==> src/rtl/axi4_stream_receiver_type_1.sv <==
// AXI4-Stream traffic sink and checker.
// Drives tready with an active/pause duty pattern. Every accepted transfer is
// compared against the expected stream: incrementing tdata, fixed tid/tdest,
// and tlast at the selected packet/frame/stream boundary. Mismatches are
// collected in a sticky error vector.
module axi4_stream_receiver_type_1 #(
  parameter int    AxiStreamReceiverIfTDataWidth         = 32,
  parameter int    AxiStreamReceiverIfTIdWidth           = 8,
  parameter int    AxiStreamReceiverIfTDestWidth         = 8,
  parameter logic [AxiStreamReceiverIfTIdWidth-1:0]   AxiStreamReceiverIfTId   = 'h11,
  parameter logic [AxiStreamReceiverIfTDestWidth-1:0] AxiStreamReceiverIfTDest = 'hDE,
  parameter logic [AxiStreamReceiverIfTDataWidth-1:0] AxiStreamReceiverIfTDataInitial = '0,
  parameter string AxiStreamReceiverIfReceiverMode       = "SINGLE",
  parameter int    AxiStreamReceiverIfCyclesActive       = 2,
  parameter int    AxiStreamReceiverIfCyclesPause        = 4,
  parameter int    AxiStreamReceiverIfTransfersPerPacket = 2,
  parameter int    AxiStreamReceiverIfPacketsPerFrame    = 2,
  parameter int    AxiStreamReceiverIfFramesPerStream    = 2,
  parameter string AxiStreamReceiverIfTlastFlagTrigger   = "STREAM"
) (
  input  logic                                     clk_s_axis_i,
  input  logic                                     rst_s_axis_ni,
  input  logic                                     s_axis_tvalid_i,
  output logic                                     s_axis_tready_o,
  input  logic [AxiStreamReceiverIfTDataWidth-1:0] s_axis_tdata_i,
  input  logic                                     s_axis_tlast_i,
  input  logic [AxiStreamReceiverIfTIdWidth-1:0]   s_axis_tid_i,
  input  logic [AxiStreamReceiverIfTDestWidth-1:0] s_axis_tdest_i,
  output logic                                     done_o,
  output logic                                     error_o,
  output logic [3:0]                               error_code_o,
  output logic [31:0]                              transfer_count_o
);

  localparam bit IsSingle = (AxiStreamReceiverIfReceiverMode == "SINGLE");
  localparam bit IsPacket = (AxiStreamReceiverIfTlastFlagTrigger == "PACKET");
  localparam bit IsFrame  = (AxiStreamReceiverIfTlastFlagTrigger == "FRAME");

  localparam logic [31:0] XferLast   = 32'(AxiStreamReceiverIfTransfersPerPacket - 1);
  localparam logic [31:0] PktLast    = 32'(AxiStreamReceiverIfPacketsPerFrame - 1);
  localparam logic [31:0] FrmLast    = 32'(AxiStreamReceiverIfFramesPerStream - 1);
  localparam logic [31:0] ActiveLast = 32'(AxiStreamReceiverIfCyclesActive - 1);
  localparam bit          HasPause   = (AxiStreamReceiverIfCyclesPause > 0);
  localparam logic [31:0] PauseLast  = HasPause ? 32'(AxiStreamReceiverIfCyclesPause - 1) : 32'd0;

  typedef enum logic [1:0] {
    ST_IDLE,
    ST_ACTIVE,
    ST_PAUSE,
    ST_DONE
  } state_t;

  state_t                                   state_q, state_d;
  logic                                     tready_q, tready_d;
  logic                                     done_q, done_d;
  logic [31:0]                              cycle_cnt_q, cycle_cnt_d;
  logic [31:0]                              xfer_q, xfer_d;
  logic [31:0]                              pkt_q, pkt_d;
  logic [31:0]                              frm_q, frm_d;
  logic [AxiStreamReceiverIfTDataWidth-1:0] exp_data_q, exp_data_d;
  logic [3:0]                               error_q, error_d;
  logic [31:0]                              count_q, count_d;

  logic accept;
  logic xfer_last, pkt_last, frm_last;
  logic stream_end;
  logic exp_last;

  // Decode the stream position, the expected tlast and the handshake.
  always_comb begin
    accept     = s_axis_tvalid_i && tready_q;
    xfer_last  = (xfer_q == XferLast);
    pkt_last   = (pkt_q == PktLast);
    frm_last   = (frm_q == FrmLast);
    stream_end = xfer_last && pkt_last && frm_last;
    if (IsPacket) begin
      exp_last = xfer_last;
    end else if (IsFrame) begin
      exp_last = xfer_last && pkt_last;
    end else begin
      exp_last = stream_end;
    end
  end

  // Next-state logic: tready duty cycle, position counters and checks.
  always_comb begin
    state_d     = state_q;
    tready_d    = tready_q;
    done_d      = done_q;
    cycle_cnt_d = cycle_cnt_q;
    xfer_d      = xfer_q;
    pkt_d       = pkt_q;
    frm_d       = frm_q;
    exp_data_d  = exp_data_q;
    error_d     = error_q;
    count_d     = count_q;

    if (accept) begin
      error_d[0] = error_q[0] | (s_axis_tdata_i != exp_data_q);
      error_d[1] = error_q[1] | (s_axis_tlast_i != exp_last);
      error_d[2] = error_q[2] | (s_axis_tid_i != AxiStreamReceiverIfTId);
      error_d[3] = error_q[3] | (s_axis_tdest_i != AxiStreamReceiverIfTDest);
      exp_data_d = exp_data_q + 1'b1;
      count_d    = count_q + 32'd1;
      if (xfer_last) begin
        xfer_d = 32'd0;
        if (pkt_last) begin
          pkt_d = 32'd0;
          frm_d = frm_last ? 32'd0 : frm_q + 32'd1;
        end else begin
          pkt_d = pkt_q + 32'd1;
        end
      end else begin
        xfer_d = xfer_q + 32'd1;
      end
    end

    case (state_q)
      ST_IDLE: begin
        state_d     = ST_ACTIVE;
        tready_d    = 1'b1;
        cycle_cnt_d = 32'd0;
      end
      ST_ACTIVE: begin
        if (accept && IsSingle && stream_end) begin
          state_d     = ST_DONE;
          tready_d    = 1'b0;
          done_d      = 1'b1;
          cycle_cnt_d = 32'd0;
        end else if (cycle_cnt_q == ActiveLast) begin
          cycle_cnt_d = 32'd0;
          if (HasPause) begin
            state_d  = ST_PAUSE;
            tready_d = 1'b0;
          end
        end else begin
          cycle_cnt_d = cycle_cnt_q + 32'd1;
        end
      end
      ST_PAUSE: begin
        if (cycle_cnt_q == PauseLast) begin
          state_d     = ST_ACTIVE;
          tready_d    = 1'b1;
          cycle_cnt_d = 32'd0;
        end else begin
          cycle_cnt_d = cycle_cnt_q + 32'd1;
        end
      end
      default: begin
        state_d  = ST_DONE;
        tready_d = 1'b0;
        done_d   = 1'b1;
      end
    endcase
  end

  // State and output registers; reset returns to IDLE with a fresh stream.
  always_ff @(posedge clk_s_axis_i or negedge rst_s_axis_ni) begin
    if (!rst_s_axis_ni) begin
      state_q     <= ST_IDLE;
      tready_q    <= 1'b0;
      done_q      <= 1'b0;
      cycle_cnt_q <= 32'd0;
      xfer_q      <= 32'd0;
      pkt_q       <= 32'd0;
      frm_q       <= 32'd0;
      exp_data_q  <= AxiStreamReceiverIfTDataInitial;
      error_q     <= 4'd0;
      count_q     <= 32'd0;
    end else begin
      state_q     <= state_d;
      tready_q    <= tready_d;
      done_q      <= done_d;
      cycle_cnt_q <= cycle_cnt_d;
      xfer_q      <= xfer_d;
      pkt_q       <= pkt_d;
      frm_q       <= frm_d;
      exp_data_q  <= exp_data_d;
      error_q     <= error_d;
      count_q     <= count_d;
    end
  end

  assign s_axis_tready_o  = tready_q;
  assign done_o           = done_q;
  assign error_code_o     = error_q;
  assign error_o          = |error_q;
  assign transfer_count_o = count_q;

endmodule

==> config.mk <==
export PLATFORM = sky130hd
export DESIGN_NAME = axi4_stream_receiver_type_1
export DESIGN_NICKNAME = d
export VERILOG_FILES = /design/src/rtl/axi4_stream_receiver_type_1.sv
export SDC_FILE = /design/constraint.sdc
export NUM_CORES = 1
export LEC_CHECK = 0
export BUFFER_PORTS_ARGS = -buffer_cell sky130_fd_sc_hd__clkbuf_2
export CAP_MARGIN = 20
export CORE_MARGIN = 4
export CORE_UTILIZATION = 60
export CTS_CLUSTER_SIZE = 16
export DETAILED_ROUTE_END_ITERATION = 6
export PLACE_DENSITY = 0.86
export SYNTH_ARGS = -nofsm -noshare
export SYNTH_HDL_FRONTEND = slang
export SYNTH_SLANG_ARGS = --single-unit
==> constraint.sdc <==
create_clock -name clk_s_axis_i -period 3 [get_ports clk_s_axis_i]
set_input_delay 0.3 -clock clk_s_axis_i [delete_from_list [all_inputs] [get_ports clk_s_axis_i]]
set_output_delay 0.3 -clock clk_s_axis_i [all_outputs]
set_load 0.03 [all_outputs]
Yosys cells after proc, flatten, opt, wreduce, memory -nomap -nowiden
Cells that the tools add are included.
{ "totals": {"output_inout_bits": 39, "register_bits": 200} }
{ "op_classes": {"muxes": 17, "n_addsub": 6, "bitwise_logic": 5, "n_eq_ne": 14, "reduce_logical": 12} }
{ "ops": {"columns": ["operator", "count"], "rows": [
  ["32-bit by 1-bit adder with 32-bit output, second input constant", 6],
  ["32-bit 2-to-1 mux", 6],
  ["32-bit by 1-bit equality test with 1-bit output, second input constant", 4],
  ["32-bit case mux with 3 select lines", 1],
  ["32-bit by 2-bit equality test with 1-bit output, second input constant", 1],
  ["32-bit inequality test", 1],
  ["8-bit by 5-bit inequality test with 1-bit output, second input constant", 1],
  ["8-bit inequality test, second input constant", 1],
  ["2-bit 2-to-1 mux", 3],
  ["2-bit case mux with 3 select lines", 1],
  ["2-bit AND reduction", 3],
  ["1-bit logical AND", 4],
  ["1-bit 2-to-1 mux", 4],
  ["2-bit inequality test, second input constant", 2],
  ["1-bit OR", 4],
  ["4-bit OR reduction", 1],
  ["3-bit inequality test, second input constant", 1],
  ["1-bit case mux with 3 select lines", 1],
  ["3-bit AND reduction", 1],
  ["3-bit nonzero test", 1],
  ["2-bit by 1-bit equality test with 1-bit output, second input constant", 1],
  ["2-bit equality test, second input constant", 1],
  ["2-bit logical NOT", 1],
  ["1-bit case mux with 2 select lines", 1],
  ["3 further kinds", 3]
]} }

Depth between registers and ports, before layout
{ "logic_depth": {"word_depth": 6, "depth_mapped": 9, "depth_no_buf": 8} }

Worst setup path after synthesis
OpenSTA, ideal clock, no wires.
{ "synth_timing": {"kind": "flip-flop to flip-flop", "startpoint": "register pkt_q[1]", "endpoint": "register cycle_cnt_q[25]", "n_path_buf": 1, "path_stages_with_launch": 10, "arrival_ps": 1987, "slack_ps": 880, "path_cell_list": "dfrtp_1 inv_1 ha_1 nor4b_1 nand4_1 nor4_4 a21oi_2 buf_4 a221oi_2 o31ai_1"} }
{ "synth_via": {"elab_chain_cells": 6} }
{ "synth_lines": {"columns": ["item", "line_no", "text"], "rows": [
  ["start, declared", "58", "logic [31:0] pkt_q, pkt_d;"],
  ["start signal, assigned", "176", "pkt_q <= pkt_d;"],
  ["32-bit by 1-bit equality test with 1-bit output", "73", "pkt_last = (pkt_q == PktLast);"],
  ["1-bit logical AND (2 in series)", "75", "stream_end = xfer_last && pkt_last && frm_last;"],
  ["1-bit logical AND", "125", "if (accept && IsSingle && stream_end) begin"],
  ["32-bit 2-to-1 mux", "125", null],
  ["32-bit case mux with 3 select lines", "118", "case (state_q)"],
  ["end signal, assigned", "174", "cycle_cnt_q <= cycle_cnt_d;"],
  ["end, declared", "56", "logic [31:0] cycle_cnt_q, cycle_cnt_d;"]
]} }
No other way between the ends.
A chain may end at the register's enable or synchronous reset.

Final worst setup path
{ "layout_timing": {"startpoint": "register xfer_q[5]", "endpoint": "register frm_q[4]"} }
{ "layout_via": {"elab_chain_cells": 2} }
{ "layout_lines": {"columns": ["item", "line_no", "text"], "rows": [
  ["start, declared", "57", "logic [31:0] xfer_q, xfer_d;"],
  ["start signal, assigned", "175", "xfer_q <= xfer_d;"],
  ["32-bit by 1-bit equality test with 1-bit output", "72", "xfer_last = (xfer_q == XferLast);"],
  ["3-bit AND reduction (no line)", null, null],
  ["end signal, assigned", "177", "frm_q <= frm_d;"],
  ["end, declared", "59", "logic [31:0] frm_q, frm_d;"]
]} }
No other way between the ends.

==> results.cfg <==
[yosys]
synthesized_flop_and_latch_total = 200
mean_cell_area_of_the_mapped_netlist_um2 = 10.07
ys.flop_type = dfrtp_1
synth_top_cells_by_count = dfrtp_1 (200), nand2_1 (112), xnor2_1 (105)
area_share_of_the_largest_cell_type_after_synthesis = 0.4790
post_synth_design_cell_area_um2 = 10450
yosys.cell_count.top_type = dfrtp_1
synth-compound-area-share = 0.08862
postSynth.asyncResetShare = 1.000
synth-edff-count = 0
largest_cells_by_area_after_synthesis = dfrtp_1 (48%), xnor2_1 (8.8%), xor2_1 (6.0%), nand2_1 (4.0%), nand3_1 (3.6%)
mappedNetlistNets = 1103
combinational_family_with_the_most_area_after_synthesis = simple AND/OR/NAND/NOR gates
synth.yosys.seq_area_share = 0.4790
yosys_warnings = 0
post_synth_and_or_nand_nor_area_fraction = 0.2402
synth_cells = 1037
muxShareOfSynthArea = 0.001916
synthXorXnorAreaFrac = 0.1475
netlist.top_cell.by_area = dfrtp_1
synth-adder-area-share = 0.01677
post_synth_num_cell_types = 59

[timing]
timing.final.hold_violations = 0
maxSlewHeadroom = 0.5005
final.min_clock_period_ns = 2.740
clock_skew_ns = 0.01213
achievable-frequency_mhz = 364.9
grt_setup_unrepaired = no
setup_tns_ns = 0
timing.final.ws_setup_ns = 0.2595
final-setup-viol-count = 0
slew_violations = 0
tightest_slew_ns = 0.7493
final_min_period_over_clock_period = 0.9135

[placed_design]
place_area_um2 = 11150
finalWeightedCongestion = 0.8632
placement.io_buffers = 90
detailedPlacementHpwl_um = 16330
pre_cts_ws_ns = 0.3880

[setup_path]
path_delay_family = simple AND/OR/NAND/NOR gates
cp_slowest_stage_delay_ns = 0.44
type_of_the_setup_path_with_the_least_slack = reg -> reg
r2r-start = xfer_q[5]
cp.required_ns = 3.34
r2r_slack_ns = 0.26
end_kind = register
cp_num_buf_inv = 1
critPathLaunchType = register
critPathMaxFanout = 12
reg2reg_depth = 7
critical-path-slowest-cell = nor4_1
rr_endpoint = frm_q[4]
crit_path_cell_trace = nor4_1, nand4_1, nor3_4, buf_4, and2_1, o21ai_2, o31ai_1
critical_path_arrival_ns = 3.08
critical_path_depth = 7

[hold_path]
timing.hold.worst_endpoint = error_code_o[1]
hold_path_class = in -> reg
cell_depth_of_the_worst_hold_path = 3
holdCritStartpoint = s_axis_tlast_i

[layout]
antennaDiodeCount = 0
filler_cell_count = 1187
growth_of_design_area_from_synthesis_to_finish_pct = 12.29
final_cell_area_um2 = 11730
fin_nets = 1193
postLayoutCoreUtil = 0.6975
layout-drive-gt1-share = 0.1474

[clock_network]
number_of_clock_buffers_inserted_by_tritoncts = 17
worst_skew_pair.late_latency_ns = 0.44
cts-htree-levels = 4
path_clk_slew_ns = 0.08
postCtsSetupBuffers = 0
clock_sink_count = 200
cts_tree = yes
max-clock-path-buffers = 2
ctsRootBufferMaster = clkbuf_16

[flow_run]
cap_viol_max_count = 0

[floorplan]
die_width_um = 140.0
starting_density_of_the_core = 0.6212
core_region_area_um2 = 16820
floorplan.die_area_um2 = 19590
io_pins = 91
die-height_um = 140.0
std_cell_rows = 47

[power_and_ir_drop]
total_leakage_power_nw = 5.522
ir_drop_mv = 0.3986
power_density_nw_per_um2 = 431.0
finalPower_mw = 5.056

[drt]
detail_route.first_pass.iterations = 5
route.detailed.drc = 0
detail_route.vias_per_cell = 6.213
dr.first_iter.drc_count = 747
avgRoutedWirePerCell_um = 17.34
ant_nets = 0
drt-total-wl_um = 23590
routed-via-count = 8450

[outcome]
status = finished, final reports clean

[grt]
gr-usage-all-layers = 0.2405
globalRoute.totalOverflow = 0
antenna_violations_before_repair = 0
grt_pass1_wl_um = 39260
grt_start_max_net_pins = 77
vias_in_the_first_global_route = 8125
## cells by family (layout without fill, tap and decap cells)
kind of cell    Yosys count  after routing
simple gates            459            459
flops                   200            200
xor+xnor                176            176
compound gates          124            124
buf+inv                  62            165
fa+ha+maj                14             14
mux                       2              2
## worst max-delay path by stage
stage                     from               to
global route        xfer_q[14]         frm_q[2]
floorplan             pkt_q[1]  cycle_cnt_q[25]
global placement     xfer_q[1]         frm_q[2]
finish               xfer_q[5]         frm_q[4]
detailed placement   xfer_q[5]         frm_q[4]
CTS                  xfer_q[5]         frm_q[4]
## cells in the final DEF (no fill, tap or decap), types with 18 or more instances in the layout
cell      Yosys  routed
dfrtp_1     200     200
nand2_1     112     112
xnor2_1     105     105
clkbuf_2      2      89
nand3_1      76      76
xor2_1       71      71
nor2_1       55      55
nand4_1      50      50
nor4_1       36      36
and3_1       35      35
o21ai_0      30      30
inv_1        27      27
o211ai_1     21      21
and4_1       20      20
nor3_1       18      18
## layer usage
layer	vias to the layer above	track usage	wire [µm]
li1	3935	-	-
met1	4136	0.3312	10260
met2	331	0.3874	11490
met3	48	0.04465	1360
met4	0	0.08261	471
met5	-	0	0
## area by class of cell
cell class,instances,area (µm²),share of cell area
clock buffers,17,425.4,0.03626
multi-input cells,775,5180,0.4416
clock inverters,15,150.1,0.01280
flip-flops and latches,200,5005,0.4266
well taps,220,275.3,0.02346
repair buffers,106,594.3,0.05066
inverters,27,101.3,0.008639
## power by group
group	switching (mW)	internal, mW	leakage (nW)
Combinational	0.0755	0.0415	2.62
Clock	1.13	1.11	0.282
Sequential	0	2.69	2.62
## stage by stage
stage	hold slack (ns)	cells
after floorplan	0.004409	1037
after global placement	0.3753	1327
after detailed placement	0.3695	1327
after CTS	0.1880	1360
after global routing	0.2026	1360
final	0.1993	1360
## tightest hold or removal path, delay by kind of cell
family / cells / cell delay, ns
buffers and inverters: 1 / 0.09
xor gates and xnor gates: 1 / 0.11
AOI/OAI and AO/OA: 1 / 0.11
## flip-flops by register name, summed over array words and instances (netlist names)
signal / cells
cycle_cnt_q: 32
done_o: 1
error_code_o: 4
exp_data_q: 32
frm_q: 32
pkt_q: 32
s_axis_tready_o: 1
state_q: 2
transfer_count_o: 32
xfer_q: 32
## what timing repair did
action | CTS | global route
setup endpoints to repair | 0 | 0
hold buffers | 1 | 0
hold endpoints to repair | 72 | 0
resized for setup | 0 | 0
No activity file was read; power rests on OpenSTA's default activity.
